==> config.mk <==
export PLATFORM = sky130hd
export DESIGN_NAME = fifo_asym_wr_arb
export DESIGN_NICKNAME = d
export VERILOG_FILES = /design/src/rtl/fifo_asym_pkg.sv /design/src/rtl/fifo_asym_wr_arb_rr_pick.sv /design/src/rtl/fifo_asym_wr_arb.sv
export SDC_FILE = /design/constraint.sdc
export NUM_CORES = 1
export LEC_CHECK = 0
export BUFFER_PORTS_ARGS = -buffer_cell sky130_fd_sc_hd__clkbuf_2
export CAP_MARGIN = 15
export CORE_AREA = 2 2 57 59
export CTS_CLUSTER_SIZE = 24
export DETAILED_ROUTE_END_ITERATION = 10
export DIE_AREA = 0 0 59 61
export PLACE_DENSITY = 0.9
export SLEW_MARGIN = 30
export SYNTH_ARGS = -nofsm -noshare
export SYNTH_HDL_FRONTEND = slang
export SYNTH_SLANG_ARGS = --single-unit
==> constraint.sdc <==
create_clock -name clk -period 1.7 [get_ports clk]
set_input_delay 0.255 -clock clk [delete_from_list [all_inputs] [get_ports clk]]
set_output_delay 0.255 -clock clk [all_outputs]
set_load 0.1 [all_outputs]
==> src/rtl/fifo_asym_pkg.sv <==
// rtl/fifo_asym_pkg.sv - shared types and helpers for the asymmetric FIFO write arbiter
package fifo_asym_pkg;

  typedef enum logic {
    ARB_IDLE  = 1'b0,
    ARB_GRANT = 1'b1
  } arb_state_t;

  // Index width that never collapses to zero bits, even for a count of one.
  function automatic int clog2_min1(input int n);
    return (n <= 2) ? 1 : $clog2(n);
  endfunction

endpackage

==> src/rtl/fifo_asym_wr_arb_rr_pick.sv <==
// rtl/fifo_asym_wr_arb_rr_pick.sv - combinational rotating-priority encoder
module rr_pick
  import fifo_asym_pkg::*;
#(
  parameter int NREQ = 2,
  parameter int IW   = clog2_min1(NREQ)
) (
  input  logic [NREQ-1:0] i_req,
  input  logic [IW-1:0]   i_ptr,
  output logic [IW-1:0]   o_idx,
  output logic            o_any
);

  int w_best;
  int w_dist;

  // Winner is the set bit with the smallest forward distance from the pointer.
  always_comb begin
    o_idx  = '0;
    w_best = NREQ;
    w_dist = 0;
    for (int j = 0; j < NREQ; j++) begin
      if (i_req[j]) begin
        w_dist = (j + NREQ - int'(i_ptr)) % NREQ;
        if (w_dist < w_best) begin
          w_best = w_dist;
          o_idx  = IW'(j);
        end
      end
    end
  end

  assign o_any = |i_req;

endmodule

==> src/rtl/fifo_asym_wr_arb.sv <==
// rtl/fifo_asym_wr_arb.sv - round-robin burst arbiter for the double-width FIFO write port
module fifo_asym_wr_arb
  import fifo_asym_pkg::*;
#(
  parameter int NREQ   = 2,
  parameter int DWIDTH = 8,
  parameter int BURST  = 4,
  parameter int CWIDTH = 16
) (
  input  logic                         clk,
  input  logic                         rstn,
  input  logic [NREQ-1:0]              req_valid,
  input  logic [NREQ*2*DWIDTH-1:0]     req_data,
  output logic [NREQ-1:0]              req_ready,
  output logic [2*DWIDTH-1:0]          fifo_din,
  output logic                         fifo_w_en,
  input  logic                         fifo_full,
  output logic [clog2_min1(NREQ)-1:0]  grant_id,
  output logic                         busy,
  output logic [CWIDTH-1:0]            wr_count
);

  localparam int IW = clog2_min1(NREQ);
  localparam int BW = clog2_min1(BURST);
  localparam int WW = 2 * DWIDTH;
  localparam logic [BW-1:0] LAST_BEAT = BW'(BURST - 1);
  localparam logic [IW-1:0] LAST_ID   = IW'(NREQ - 1);

  arb_state_t        r_state;
  logic [IW-1:0]     r_rr_ptr;
  logic [IW-1:0]     r_grant_id;
  logic [BW-1:0]     r_beat_cnt;
  logic [CWIDTH-1:0] r_wr_count;

  logic [IW-1:0]     w_pick_idx;
  logic              w_pick_any;
  logic              w_sel_valid;
  logic [WW-1:0]     w_sel_data;
  logic              w_grant;
  logic              w_xfer;
  logic              w_release;
  logic [IW-1:0]     w_next_ptr;

  rr_pick #(
    .NREQ (NREQ),
    .IW   (IW)
  ) u_rr_pick (
    .i_req (req_valid),
    .i_ptr (r_rr_ptr),
    .o_idx (w_pick_idx),
    .o_any (w_pick_any)
  );

  always_comb begin
    w_sel_valid = 1'b0;
    w_sel_data  = '0;
    for (int i = 0; i < NREQ; i++) begin
      if (r_grant_id == IW'(i)) begin
        w_sel_valid = req_valid[i];
        w_sel_data  = req_data[i*WW +: WW];
      end
    end
  end

  assign w_grant    = (r_state == ARB_GRANT);
  // Full gates the write combinationally so nothing is ever issued into a full FIFO.
  assign w_xfer     = w_grant & w_sel_valid & ~fifo_full;
  assign w_release  = w_grant & ((w_xfer & (r_beat_cnt == LAST_BEAT)) | ~w_sel_valid);
  assign w_next_ptr = (r_grant_id == LAST_ID) ? '0 : r_grant_id + 1'b1;

  always_comb begin
    req_ready = '0;
    for (int i = 0; i < NREQ; i++) begin
      req_ready[i] = w_grant & (r_grant_id == IW'(i)) & ~fifo_full;
    end
  end

  assign fifo_w_en = w_xfer;
  assign fifo_din  = w_grant ? w_sel_data : '0;
  assign busy      = w_grant;
  assign grant_id  = r_grant_id;
  assign wr_count  = r_wr_count;

  always_ff @(posedge clk or negedge rstn) begin
    if (!rstn) begin
      r_state    <= ARB_IDLE;
      r_rr_ptr   <= '0;
      r_grant_id <= '0;
      r_beat_cnt <= '0;
      r_wr_count <= '0;
    end else begin
      case (r_state)
        ARB_IDLE: begin
          if (w_pick_any) begin
            r_grant_id <= w_pick_idx;
            r_beat_cnt <= '0;
            r_state    <= ARB_GRANT;
          end
        end
        ARB_GRANT: begin
          if (w_xfer) begin
            r_beat_cnt <= r_beat_cnt + 1'b1;
            r_wr_count <= r_wr_count + 1'b1;
          end
          // A full stall is not a release; the grant is held until data moves or valid drops.
          if (w_release) begin
            r_rr_ptr <= w_next_ptr;
            r_state  <= ARB_IDLE;
          end
        end
        default: r_state <= ARB_IDLE;
      endcase
    end
  end

endmodule

==> metrics.txt, run 1 <==
clk_skew=0.002717 ns; Worst Hold Path Cells=2; CP max stage delay=0.55 ns; R2R setup slack=0.08 ns; FP Rows=20; RSZ-0062 raised after global routing=true; register area=564.3 um^2; worst-path cell chain=buf_6 -> mux2i_4 -> nor2_4 -> buf_12; Commonest cells post-synth=dfrtp_1 (21), nor2_1 (21), mux2i_1 (16); Hold Vio Cnt, Final=0; hold_sp=req_valid[0]; worst-skew pair later-pin latency=0.30 ns; Reg clk slew, reported paths=0.12 ns; top cell type by total area after synthesis=dfrtp_1; final worst slack=-0.09211 ns; Routed wire per std cell=16.91 um; FF-to-FF End=wr_count[6]; total track usage=24.08%; vias in the first global route=1352; gpl congestion=0.7618; Slew headroom=63.13%; Worst Tran Pin Value=0.5554 ns; CTS tree=built; Levels on crit path=4; crit path DAT=1.54 ns; layout cells sized above 1=68.57%; starting density of the core=42.33%; CTS Root Cell=clkbuf_4; core area=2953 um^2; DP HPWL=3108 um; Hold WS=0.2242 ns; Tot Pwr=5173 uW; fin crit share=105.4%; CP startpoint kind=flop; initial antenna violation count=0; final wirelength=4110 um; layout net count=250; GRT met3 Usage=3.838%; final setup vio count=16; I/O pins=74; post-synth top area share=42.04%; Tmin final=1.792 ns; CTS sink cnt=21; Mapped Area=1250 um^2; FFs w/ async S/R, synth=100.0%; Fmax=558.0 MHz; placed inst area=2157 um^2; gr ovfl total=0; pin count of the biggest net entering global routing=22; clock buffer count from CTS=3; met1 Use GR=26.85%; # H-tree levels=1; Die W=59 um; Crit-path slowest cell=dfrtp_4; sequential area share after synthesis=42.04%; die height=61 um; register bit total from synthesis=21; Distinct cells, synth=30; Data required, critical path=1.44 ns; Primary FF master, synth=dfrtp_1; Hold Crit Class=input pin to flop; average cell area after synthesis=9.842 um^2; M2 GR Usage=47.78%; ant diodes=0; r2r worst-path depth=5; Mapped Cells=127; failing checks=negative setup slack; Max FO, Critical Path=7; Buffers on Ports=73; status=finished with violations; ANT nets after route=0; Max VDD drop=1.292 mV; Max Root-Sink Buffers=2; Crit Path Class=flop to output pin; Reg-to-Reg Start=grant_id; First DRT Iteration DRCs=49; maxcap violations=0; layer with the highest usage=met2; DR vias=1261; final slew viol count=0; routed vias/inst=5.189; Lkg Pwr=0.001050 uW; Area growth syn-to-layout=87.29%; first-pass GRT wire length=6458 um; final instance area=2341 um^2; CP delay by family, top=flip-flops; Post-route DRC=0; Power Dens Cells=2210 nW/um^2; Buf/Inv on CP=2; footprint of the multi-input gates=929.6 um^2; worst hold endpoint=grant_id; synth top area cells=dfrtp_1 (42%), mux2i_1 (13%), xnor2_1 (7.7%), nor2_1 (6.3%), xor2_1 (3.5%); drt pass-1 iters=4; number of synthesized flops with an enable pin=0; CP endpoint kind=output pin; warnings from Yosys=0; full die area=3599 um^2; syn_nets=166; FILL cells=184
kinds of logic (layout without fill, tap and decap cells):
family | Yosys count | after routing | share of synthesized area [%]
flip-flops | 21 | 21 | 42.04
AND/OR/NAND/NOR | 53 | 53 | 21.92
adder cells (fa/ha/maj) | 2 | 2 | 2.002
XOR/XNOR | 16 | 16 | 11.21
buffers and inverters | 7 | 90 | 2.603
multiplexers | 19 | 19 | 16.42
AO/OA/AOI/OAI | 9 | 9 | 3.804
placed cells by master (no fill, tap or decap), drive strengths merged, types with 3 or more instances in the layout:
cell / count
nand4: 3
dfrtp: 21
and3: 3
xnor2: 11
nand3: 5
mux2i: 17
clkbuf: 56
buf: 30
xor2: 5
nor3: 3
nor2: 22
nand2: 9
o21ai: 5
flip-flops by register name (all words and copies together) (netlist names):
register and cells:
busy 1, grant_id 1, r_beat_cnt 2, r_rr_ptr 1, wr_count 16
layout make-up:
type	count	area share, %
tap	33	1.764
clock inverter	1	0.2138
sequential	21	24.10
multi-input combinational	99	39.71
inverter	2	0.3207
clock buffer	3	0.9621
timing repair buffer	84	32.92
worst register-to-register path, cell delays in order, from the launching register on:
cell and delay [ns]:
dfrtp_4 0.55, buf_4 0.18, mux2_2 0.24, nand2_1 0.12, nor3_1 0.28, xor2_1 0.17
per-layer routing:
metal  up-vias  part of all wire [%]
li1        597                     -
met1       604                    38
met2        54                    55
met3         6                   6.0
met4         0                   1.2
met5         -                     0
worst max-delay path by stage:
| stage | from | endpoint | slack, ns |
|---|---|---|---|
| after global routing | grant_id | fifo_din[5] | -0.14 |
| after floorplan | grant_id | wr_count[1] | -0.34 |
| after CTS | grant_id | fifo_din[13] | -0.08 |
| final | grant_id | fifo_din[13] | -0.09 |
| after global placement | grant_id | fifo_din[7] | 0.18 |
| after detailed placement | grant_id | fifo_din[2] | 0.11 |
timing repair:
item                                    in CTS  in global routing
hold buffers                                 1                  0
pin swaps                                    1                  1
resized for setup                           20                  3
buffers inserted                             4                  2
endpoints found under the setup margin      15                 20
hold endpoints to repair                    21                  0
per-stage QoR:
stage / std cells / setup TNS (ns) / utilization [%] / setup slack (ns)
2_1_floorplan: 127 / -4.662 / - / -0.3392
3_3_place_gp: 232 / 0 / 73.05 / 0.1823
3_5_place_dp: 232 / 0 / 73.05 / 0.1084
4_1_cts: 241 / -0.9619 / 78.39 / -0.07688
5_1_grt: 243 / -2.078 / 79.28 / -0.1405
6_report: 243 / -1.014 / 79.28 / -0.09211
power breakdown:
| part | switching, uW | internal (uW) | leakage, uW |
|---|---|---|---|
| clock network | 149 | 87.5 | 0.0000177 |
| logic | 2710 | 1430 | 0.000779 |
| registers | 146 | 658 | 0.000254 |
(Power assumes the default switching activity.)
==> run 2: changes to the inputs <==
- CORE_AREA: 2 2 57 59 -> 2 2 53 65
- CTS_BUF_LIST: unset -> sky130_fd_sc_hd__clkbuf_8 sky130_fd_sc_hd__clkbuf_16
- CTS_CLUSTER_SIZE: 24 -> unset
- DIE_AREA: 0 0 59 61 -> 0 0 55 67
- PLACE_DENSITY: 0.9 -> 0.88
==> run 2 against run 1 <==
The run still ends with negative setup slack left. Largest cell class unchanged. Total power increased by 2.4%. Setup slack improved by 0.069 ns. Maximum frequency increased by 4.0%. Via count increased by 1.3%. Register-to-register slack got worse by 0.08 ns. Routed wire length decreased by 5.3%. First-iteration DRC count decreased by 59%. Clock power increased by 34%. Cell count unchanged. Highest routed layer unchanged. Utilization decreased by 1.1 points.
==> metrics.txt, run 2 (synthesis gave the netlist of run 1 again) <==
status=finished with violations; full die area=3685 um^2; die height=67 um; ant diodes=0; final setup vio count=5; first-pass GRT wire length=5775 um; FILL cells=203; crit path DAT=1.47 ns; FP Rows=22; ANT nets after route=0; Tot Pwr=5298 uW; First DRT Iteration DRCs=20; DR vias=1277; layout net count=247; pin count of the biggest net entering global routing=22; most frequent cells in the layout=clkbuf_2 (53), buf_12 (23), nor2_4 (19); I/O pins=74; Hold Crit Class=input pin to flop; Slew headroom=63.19%; Tmin final=1.723 ns; combinational share of power=78.9%; Fmax=580.5 MHz; initial antenna violation count=0; gr ovfl total=0; Lkg Pwr=0.001058 uW; maxcap violations=0; clock buffer count from CTS=3; vias in the first global route=1280; CP endpoint kind=output pin; gpl congestion=0.7784; CP startpoint kind=flop; sw frac=56.59%; final slew viol count=0; Crit Path Class=flop to output pin; starting density of the core=41.28%; Max VDD drop=2.014 mV; most common cell after layout, fill and taps aside=clkbuf_2; Data required, critical path=1.44 ns; layer with the highest usage=met2; Worst Tran Pin Value=0.5546 ns; Hold WS=0.2847 ns; Max FO, Critical Path=4; final wirelength=3894 um; Power Dens Cells=2238 nW/um^2; Final TNS setup=-0.07125 ns; RSZ-0062 raised after global routing=true; CTS Root Cell=clkbuf_8; Core Util, Final=78.18%; layout cells sized above 1=67.15%; Routed wire per std cell=16.02 um; P_int=2300 uW; max FFs per register=16; Area growth syn-to-layout=89.39%; failing checks=negative setup slack; Reg power frac=15.2%; CTS sink cnt=21; Post-route DRC=0; hold_sp=req_valid[0]; fin crit share=101.3%; GRT met3 Usage=6.726%; Psw=2998 uW; CTS tree=built; Clock power frac=6.0%; total track usage=22.16%; clk_skew=0.0009450 ns; M2 GR Usage=40.77%; r2r worst-path depth=6; Max Root-Sink Buffers=2; core area=3028 um^2; drt pass-1 iters=4; routed vias/inst=5.255; worst-skew pair later-pin latency=0.26 ns; Reg clk slew, reported paths=0.07 ns; final worst slack=-0.02268 ns; Buffers on Ports=73; worst setup path startpoint=grant_id; Reg-to-Reg Start=grant_id; Hold Vio Cnt, Final=0; Worst Hold Path Cells=2; met1 Use GR=22.79%; DP HPWL=3023 um; # H-tree levels=1; Die W=55 um
[run 2: cell types whose count changed in the layout (fill, tap and decap cells not counted), moves of 2 or more]
cell and delta:
buf_12 +2, clkbuf_8 +3, buf_6 -2, clkbuf_4 -3
buf_4 -4
[run 2: cell type report]
cell class | instances | area (um^2) | area share, %
multi-input cells | 99 | 922.1 | 38.95
repair buffers | 81 | 783.3 | 33.09
clock buffers | 3 | 41.29 | 1.744
flip-flops and latches | 21 | 564.3 | 23.84
clock inverters | 1 | 3.754 | 0.1586
inverters | 2 | 7.507 | 0.3171
well taps | 36 | 45.04 | 1.903
[run 2: timing repair]
item                                   in CTS  in global routing
setup buffers                               3                  1
setup endpoints to repair                  17                 16
hold buffers                                1                  0
gates resized for setup                    15                  5
cloned                                      0                  1
pin swaps                                   1                  6
endpoints found under the hold margin      21                  0
[run 2: through the flow]
| step | area, um^2 | worst slack [ns] | cells |
|---|---|---|---|
| after floorplan | 1438 | -0.3392 | 127 |
| after global placement | 2158 | 0.2324 | 233 |
| after detailed placement | 2158 | 0.1812 | 233 |
| after CTS | 2293 | -0.02918 | 241 |
| after global routing | 2367 | -0.05771 | 243 |
| final | 2367 | -0.02268 | 243 |
[run 2: final timing paths]
kind                                      to  slack (ns)
worst max-delay path               fifo_w_en       -0.02
worst min register to register  wr_count[12]        0.49
max in group asynchronous               busy        0.81
min in group asynchronous        wr_count[2]        0.51
worst max register to register   wr_count[8]           0
worst min-delay path                grant_id        0.28
[run 2: power by group through the flow]
stage	Combinational (uW)	Sequential (uW)	Clock (uW)
3_3_place_gp	3790	815	0
2_1_floorplan	2190	1320	0
3_5_place_dp	3840	826	0
5_1_grt	4320	819	347
4_1_cts	4020	798	323
6_report	4180	803	316
[run 2: routing by layer]
metal / up-vias / wire (um)
li1: 591 / -
met1: 606 / 1378
met2: 75 / 2007
met3: 5 / 458
met4: 0 / 51
met5: - / 0
[run 2: worst max-delay path, stage by stage (launching register included)]
cell	delay [ns]
dfrtp_4	0.52
buf_12	0.14
mux2i_4	0.20
nor2_4	0.14
buf_12	0.19
